[src/rtl/edge_map_binarizer_if.sv]
// Pixel stream bundle for the edge map binarizer: filtered pixels in,
// edge bits with frame markers out.
interface edge_map_binarizer_if #(
  parameter int W = 8
);
  logic         x_valid;
  logic         x_ready;
  logic [W-1:0] x_data;
  logic         y_valid;
  logic         y_ready;
  logic         y_data;
  logic         y_sof;
  logic         y_eol;

  modport slave (
    input  x_valid, x_data, y_ready,
    output x_ready, y_valid, y_data, y_sof, y_eol
  );

  modport master (
    output x_valid, x_data, y_ready,
    input  x_ready, y_valid, y_data, y_sof, y_eol
  );
endinterface

[src/rtl/edge_map_binarizer.sv]
// Thresholds filtered pixels into a 1-bit edge map behind a ready/valid
// register stage and reports per-frame edge totals and the busiest row.
module edge_map_binarizer #(
  parameter  int IMG_WIDTH  = 640,
  parameter  int IMG_HEIGHT = 480,
  parameter  int W          = 8,
  localparam int CNT_W      = $clog2(IMG_WIDTH*IMG_HEIGHT+1),
  localparam int ROW_W      = $clog2(IMG_WIDTH+1),
  localparam int IDX_W      = $clog2(IMG_HEIGHT)
) (
  input  logic                     clk,
  input  logic                     rst,
  edge_map_binarizer_if.slave      bus,
  input  logic [W-1:0]             threshold,
  output logic                     stat_valid,
  output logic [CNT_W-1:0]         stat_edge_count,
  output logic [ROW_W-1:0]         stat_max_row_count,
  output logic [IDX_W-1:0]         stat_max_row_idx
);
  localparam int X_W = (IMG_WIDTH > 1) ? $clog2(IMG_WIDTH) : 1;
  localparam logic [X_W-1:0]   X_LAST = X_W'(IMG_WIDTH-1);
  localparam logic [IDX_W-1:0] Y_LAST = IDX_W'(IMG_HEIGHT-1);

  logic [X_W-1:0]   x_pos_q, x_pos_d;
  logic [IDX_W-1:0] y_pos_q, y_pos_d;
  logic [W-1:0]     thr_q, thr_d;
  logic [ROW_W-1:0] row_cnt_q, row_cnt_d;
  logic [CNT_W-1:0] frame_cnt_q, frame_cnt_d;
  logic [ROW_W-1:0] best_cnt_q, best_cnt_d;
  logic [IDX_W-1:0] best_idx_q, best_idx_d;
  logic             y_valid_q, y_valid_d;
  logic             y_data_q, y_data_d;
  logic             y_sof_q, y_sof_d;
  logic             y_eol_q, y_eol_d;
  logic             stat_valid_q, stat_valid_d;
  logic [CNT_W-1:0] stat_cnt_q, stat_cnt_d;
  logic [ROW_W-1:0] stat_max_q, stat_max_d;
  logic [IDX_W-1:0] stat_idx_q, stat_idx_d;

  logic             x_ready;
  logic             accept;
  logic             first_px;
  logic             row_last;
  logic             frame_last;
  logic [W-1:0]     thr_eff;
  logic             edge_bit;
  logic [ROW_W-1:0] row_final;
  logic [CNT_W-1:0] frame_final;
  logic             best_take;
  logic [ROW_W-1:0] best_cnt_new;
  logic [IDX_W-1:0] best_idx_new;

  assign x_ready     = bus.y_ready | ~y_valid_q;
  assign accept      = bus.x_valid & x_ready;
  assign first_px    = (x_pos_q == '0) && (y_pos_q == '0);
  assign row_last    = (x_pos_q == X_LAST);
  assign frame_last  = row_last && (y_pos_q == Y_LAST);

  // The first pixel of a frame uses the live threshold; the rest use the latched copy.
  assign thr_eff     = first_px ? threshold : thr_q;
  assign edge_bit    = (bus.x_data >= thr_eff);
  assign row_final   = row_cnt_q + ROW_W'(edge_bit);
  assign frame_final = frame_cnt_q + CNT_W'(edge_bit);

  // Row 0 always seeds the best; later rows need a strict win so ties keep the earlier row.
  assign best_take    = (y_pos_q == '0) || (row_final > best_cnt_q);
  assign best_cnt_new = best_take ? row_final : best_cnt_q;
  assign best_idx_new = best_take ? y_pos_q : best_idx_q;

  always_comb begin
    x_pos_d      = x_pos_q;
    y_pos_d      = y_pos_q;
    thr_d        = thr_q;
    row_cnt_d    = row_cnt_q;
    frame_cnt_d  = frame_cnt_q;
    best_cnt_d   = best_cnt_q;
    best_idx_d   = best_idx_q;
    y_valid_d    = y_valid_q;
    y_data_d     = y_data_q;
    y_sof_d      = y_sof_q;
    y_eol_d      = y_eol_q;
    stat_valid_d = 1'b0;
    stat_cnt_d   = stat_cnt_q;
    stat_max_d   = stat_max_q;
    stat_idx_d   = stat_idx_q;

    if (accept) begin
      y_valid_d   = 1'b1;
      y_data_d    = edge_bit;
      y_sof_d     = first_px;
      y_eol_d     = row_last;
      frame_cnt_d = frame_final;
      row_cnt_d   = row_final;
      if (first_px) begin
        thr_d = threshold;
      end
      if (row_last) begin
        x_pos_d    = '0;
        y_pos_d    = (y_pos_q == Y_LAST) ? '0 : y_pos_q + IDX_W'(1);
        row_cnt_d  = '0;
        best_cnt_d = best_cnt_new;
        best_idx_d = best_idx_new;
      end else begin
        x_pos_d = x_pos_q + X_W'(1);
      end
      if (frame_last) begin
        stat_valid_d = 1'b1;
        stat_cnt_d   = frame_final;
        stat_max_d   = best_cnt_new;
        stat_idx_d   = best_idx_new;
        frame_cnt_d  = '0;
        best_cnt_d   = '0;
        best_idx_d   = '0;
      end
    end else if (y_valid_q && bus.y_ready) begin
      y_valid_d = 1'b0;
    end
  end

  always_ff @(posedge clk or posedge rst) begin
    if (rst) begin
      x_pos_q      <= '0;
      y_pos_q      <= '0;
      thr_q        <= '0;
      row_cnt_q    <= '0;
      frame_cnt_q  <= '0;
      best_cnt_q   <= '0;
      best_idx_q   <= '0;
      y_valid_q    <= 1'b0;
      y_data_q     <= 1'b0;
      y_sof_q      <= 1'b0;
      y_eol_q      <= 1'b0;
      stat_valid_q <= 1'b0;
      stat_cnt_q   <= '0;
      stat_max_q   <= '0;
      stat_idx_q   <= '0;
    end else begin
      x_pos_q      <= x_pos_d;
      y_pos_q      <= y_pos_d;
      thr_q        <= thr_d;
      row_cnt_q    <= row_cnt_d;
      frame_cnt_q  <= frame_cnt_d;
      best_cnt_q   <= best_cnt_d;
      best_idx_q   <= best_idx_d;
      y_valid_q    <= y_valid_d;
      y_data_q     <= y_data_d;
      y_sof_q      <= y_sof_d;
      y_eol_q      <= y_eol_d;
      stat_valid_q <= stat_valid_d;
      stat_cnt_q   <= stat_cnt_d;
      stat_max_q   <= stat_max_d;
      stat_idx_q   <= stat_idx_d;
    end
  end

  assign bus.x_ready         = x_ready;
  assign bus.y_valid         = y_valid_q;
  assign bus.y_data          = y_data_q;
  assign bus.y_sof           = y_sof_q;
  assign bus.y_eol           = y_eol_q;
  assign stat_valid          = stat_valid_q;
  assign stat_edge_count     = stat_cnt_q;
  assign stat_max_row_count  = stat_max_q;
  assign stat_max_row_idx    = stat_idx_q;
endmodule

[src/flat_wrapper.sv]
// flat-port wrapper written by rule: the top's interface ports become plain ports
module edge_map_binarizer_flat 
#(
  parameter  int IMG_WIDTH  = 640,
  parameter  int IMG_HEIGHT = 480,
  parameter  int W          = 8,
  localparam int CNT_W      = $clog2(IMG_WIDTH*IMG_HEIGHT+1),
  localparam int ROW_W      = $clog2(IMG_WIDTH+1),
  localparam int IDX_W      = $clog2(IMG_HEIGHT)
)
  (clk, rst, threshold, stat_valid, stat_edge_count, stat_max_row_count, stat_max_row_idx, bus_x_valid, bus_x_data, bus_y_ready, bus_x_ready, bus_y_valid, bus_y_data, bus_y_sof, bus_y_eol);
  edge_map_binarizer_if #(.W(W)) bus_i ();
  input  logic clk;
  input  logic rst;
  input  logic [W-1:0] threshold;
  output logic stat_valid;
  output logic [CNT_W-1:0] stat_edge_count;
  output logic [ROW_W-1:0] stat_max_row_count;
  output logic [IDX_W-1:0] stat_max_row_idx;
  input wire logic [$bits(bus_i.x_valid)-1:0] bus_x_valid;
  input wire logic [$bits(bus_i.x_data)-1:0] bus_x_data;
  input wire logic [$bits(bus_i.y_ready)-1:0] bus_y_ready;
  output wire logic [$bits(bus_i.x_ready)-1:0] bus_x_ready;
  output wire logic [$bits(bus_i.y_valid)-1:0] bus_y_valid;
  output wire logic [$bits(bus_i.y_data)-1:0] bus_y_data;
  output wire logic [$bits(bus_i.y_sof)-1:0] bus_y_sof;
  output wire logic [$bits(bus_i.y_eol)-1:0] bus_y_eol;
  assign bus_i.x_valid = bus_x_valid;
  assign bus_i.x_data = bus_x_data;
  assign bus_i.y_ready = bus_y_ready;
  assign bus_x_ready = bus_i.x_ready;
  assign bus_y_valid = bus_i.y_valid;
  assign bus_y_data = bus_i.y_data;
  assign bus_y_sof = bus_i.y_sof;
  assign bus_y_eol = bus_i.y_eol;
  edge_map_binarizer #(.IMG_WIDTH(IMG_WIDTH), .IMG_HEIGHT(IMG_HEIGHT), .W(W)) u_core (.clk(clk), .rst(rst), .bus(bus_i), .threshold(threshold), .stat_valid(stat_valid), .stat_edge_count(stat_edge_count), .stat_max_row_count(stat_max_row_count), .stat_max_row_idx(stat_max_row_idx));
endmodule
[config.mk]
export PLATFORM = sky130hd
export DESIGN_NAME = edge_map_binarizer_flat
export DESIGN_NICKNAME = d
export VERILOG_FILES = /design/src/rtl/edge_map_binarizer_if.sv /design/src/rtl/edge_map_binarizer.sv /design/src/flat_wrapper.sv
export SDC_FILE = /design/constraint.sdc
export NUM_CORES = 1
export LEC_CHECK = 0
export CAP_MARGIN = 5
export CORE_MARGIN = 2
export CORE_UTILIZATION = 45
export CTS_BUF_LIST = sky130_fd_sc_hd__clkbuf_4
export DETAILED_ROUTE_END_ITERATION = 12
export PLACE_DENSITY = 0.64
export SYNTH_ARGS = -nofsm -noshare
export SYNTH_HDL_FRONTEND = slang
export SYNTH_SLANG_ARGS = --single-unit
[constraint.sdc]
create_clock -name clk -period 7.4 [get_ports clk]
set_clock_uncertainty 0.1 [all_clocks]
set_input_delay 1.11 -clock clk [delete_from_list [all_inputs] [get_ports clk]]
set_output_delay 1.11 -clock clk [all_outputs]
set_load 0.1 [all_outputs]
==> qor.yml <==
run_status:
  status: "complete, no violations"
critical_path:
  r2r_slack_ns: 0.78
  end_kind: "flop"
  crit_end: "u_core.best_idx_q[3]"
  reg2regPathDepth: 27
  critPathKind: "flop to flop"
  crit_fanout: 19
  rr_endpoint: "u_core.best_idx_q[3]"
  worstPathArrival_ns: 6.99
  critPathRequiredTime_ns: 7.78
  start_kind: "flop"
  r2r_start: "u_core.y_pos_q[0]"
  startpoint: "u_core.y_pos_q[0]"
synthesis:
  syn_inst: 601
  ys_seq_area_frac: 0.498
  ys_warn_count: 0
  syn_area_um2: 5930
  syn-mean-instance-area_um2: 9.86
  synth_edf_count: 0
  synth_ff_type: "dfrtp_1"
  synth_seq_cells: 118
  synth_nets: 647
  yosysUniqueCellTypes: 48
  async_flop_share: 1.00
clocking:
  clk_pin_slew_ns: 0.10
  clk_path_buf_depth: 2
  clkSinkCount: 118
  htree_num_levels: 4
  cts_tree: "done"
  cts-buffers-inserted: 17
  cts-root-buf: "clkbuf_4"
  clk_latency_ns: 0.54
grt:
  grt_use_total: 0.198
  grt_max_degree: 68
  grt_pass1_vias: 4623
  grt_antenna_before_repair: 1
  grt_overflow: 0
  grt_pass1_wl_um: 22200
sta:
  maxSlewHeadroom: 0.157
  fin_tns_setup_ns: 0
  rsz0062_at_grt: "no"
  post-route-period-util: 0.894
  fmax_ghz: 0.151
  report.final.slew_viol_count: 0
  period_needed_ns: 6.62
  worstMarginPinSlew_ns: 1.26
  setup_viol: 0
  hold_violations: 0
routing:
  wl_um: 13000
  vias: 4628
  drcViolationCount: 0
  wire_per_inst_um: 15.4
  vias_per_cell: 5.49
  dr.first_iter.drc_count: 281
  firstDrtPassIters: 5
  ant_nets: 0
floorplan:
  initial_core_util: 0.466
  rows: 41
  die_h_um: 119
  fp.dieW_um: 119
  dieArea_um2: 14100
  core_um2: 12700
  ioPinCount: 64
layout:
  area_growth_pct: 17.2
  nets: 703
  drive_gt1_frac: 0.0776
power:
  peakVddDrop_mv: 0.118
  p_leak_uw: 0.00305
  power.density_nw_per_um2: 226
  total_power_uw: 1570
job:
  cap_violations: 0
placement:
  port_buffers: 63
  place_congestion: 0.831
  dp_hpwl_um: 8720
worst_hold_path:
  worstHoldStart: "u_core.stat_edge_count[7]"
  hold_path_class: "flop to flop"
==> cell usage in the layout, fill, tap and decap left out, types with 19 or more instances in the layout <==
cell type and instances:
a22o_1 25, dfrtp_1 118, clkdlybuf4s50_1 63, clkbuf_4 19
nand2_1 97, o21ai_0 69, nand3_1 30, ha_1 26
xnor2_1 21, nor2_1 34
==> synth_stat cells (all sizes together) (2+ instances only) <==
cell type | instances | area [um^2]
dfrtp | 118 | 2950
nand2 | 98 | 375
o21ai | 74 | 382
nor2 | 36 | 159
nand3 | 30 | 150
ha | 26 | 325
a22o | 25 | 219
xnor2 | 21 | 184
inv | 20 | 75.1
clkbuf | 15 | 56.3
buf | 14 | 83.8
xor2 | 14 | 123
and3 | 13 | 81.3
mux2 | 10 | 113
mux2i | 10 | 100
a21oi | 8 | 40.0
o31ai | 8 | 60.1
nor3 | 7 | 35.0
nand4 | 6 | 37.5
o311ai | 6 | 52.6
a31oi | 5 | 31.3
or3 | 5 | 31.3
nand2b | 4 | 25.0
nor4 | 4 | 37.5
o221ai | 4 | 35.0
and4 | 3 | 26.3
a211oi | 2 | 15.0
a21o | 2 | 15.0
and2 | 2 | 12.5
nor2b | 2 | 12.5
nor4b | 2 | 17.5
o2bb2ai | 2 | 17.5
==> through the flow <==
step | setup slack (ns) | cell area [um^2] | utilization | hold slack (ns) | cells
after floorplan | 1.68 | 5930 | - | 0.356 | 601
after global placement | 1.07 | 6660 | 0.523 | 0.356 | 810
after detailed placement | 0.785 | 6660 | 0.523 | 0.362 | 810
after CTS | 0.756 | 6940 | 0.545 | 0.391 | 842
after global routing | 0.0845 | 6940 | 0.546 | 0.415 | 843
final | 0.783 | 6940 | 0.546 | 0.384 | 843
==> logic make-up after synthesis <==
family                     Yosys count  synth area share
buffers and inverters               49            0.0363
DFF                                118             0.498
xor gates and xnor gates            35            0.0517
adders and majority gates           26            0.0549
muxes                               20            0.0359
AOI/OAI and AO/OA                  139             0.151
and+or+nand+nor                    214             0.172
==> worst min-delay path by stage <==
stage,end,cells after the start,slack [ns]
CTS,u_core.stat_edge_count[3],2,0.39
finish,u_core.stat_edge_count[7],2,0.38
global placement,u_core.stat_max_row_idx[7],2,0.36
global route,u_core.stat_edge_count[6],2,0.42
detailed placement,u_core.stat_max_row_idx[7],2,0.36
floorplan,u_core.frame_cnt_q[0],2,0.36
==> flip-flops by register name (all words and copies together) (netlist names) <==
| register | count |
|---|---|
| u_core.stat_max_row_count | 10 |
| u_core.bus.y_valid | 1 |
| u_core.stat_edge_count | 19 |
| u_core.x_pos_q | 10 |
| u_core.bus.y_sof | 1 |
| u_core.thr_q | 8 |
| u_core.bus.y_eol | 1 |
| u_core.stat_max_row_idx | 9 |
| u_core.y_pos_q | 9 |
| u_core.stat_valid | 1 |
| u_core.frame_cnt_q | 19 |
| u_core.best_idx_q | 9 |
| u_core.row_cnt_q | 10 |
| u_core.best_cnt_q | 10 |
| u_core.bus.y_data | 1 |
==> critical path: stages (launching register included) <==
cell      delay, ns
dfrtp_1        0.45
inv_1          0.15
ha_1           0.17
nor4b_1        0.22
nand2_1        0.28
nor2_4         0.36
mux2_2         0.38
ha_1           0.26
nand2b_1       0.09
a21o_1         0.11
a21oi_1        0.06
o21ai_0        0.22
a211oi_1       0.13
nor2_1         0.21
ha_1           0.24
nand2_1        0.09
nor3_1         0.44
nand3_1        0.16
xor2_1         0.25
inv_1          0.09
ha_1           0.30
and4_1         0.26
and4_1         0.32
o21bai_1       0.16
o21ai_1        0.12
buf_4          0.24
o21ai_4        0.46
a22o_1         0.24
==> report_power, final <==
group | internal [uW] | switching [uW] | total (uW)
registers | 680 | 44.5 | 724
clock network | 234 | 238 | 472
logic | 141 | 231 | 372
==> timing repair <==
item,CTS,global route
hold buffers,0,0
setup buffers,0,0
resized for setup,0,1
setup endpoints to repair,0,1
==> per-layer routing <==
layer / up-vias / GRT usage / wire length (um)
met3: 19 / 0.0415 / 521
met2: 89 / 0.313 / 6210
met4: 0 / 0.0789 / 211
met1: 2285 / 0.266 / 6070
met5: - / 0 / 0
li1: 2235 / - / -
==> layout make-up <==
cell class                 count  area (um^2)
fill                        1223         5780
tap                          172          215
inverter                      20         77.6
sequential                   118         2950
multi-input combinational    434         2760
clock inverter                13          138
antenna                        1         2.50
timing repair buffer          66          653
clock buffer                  19          143
No activity file was read; power rests on OpenSTA's default activity.
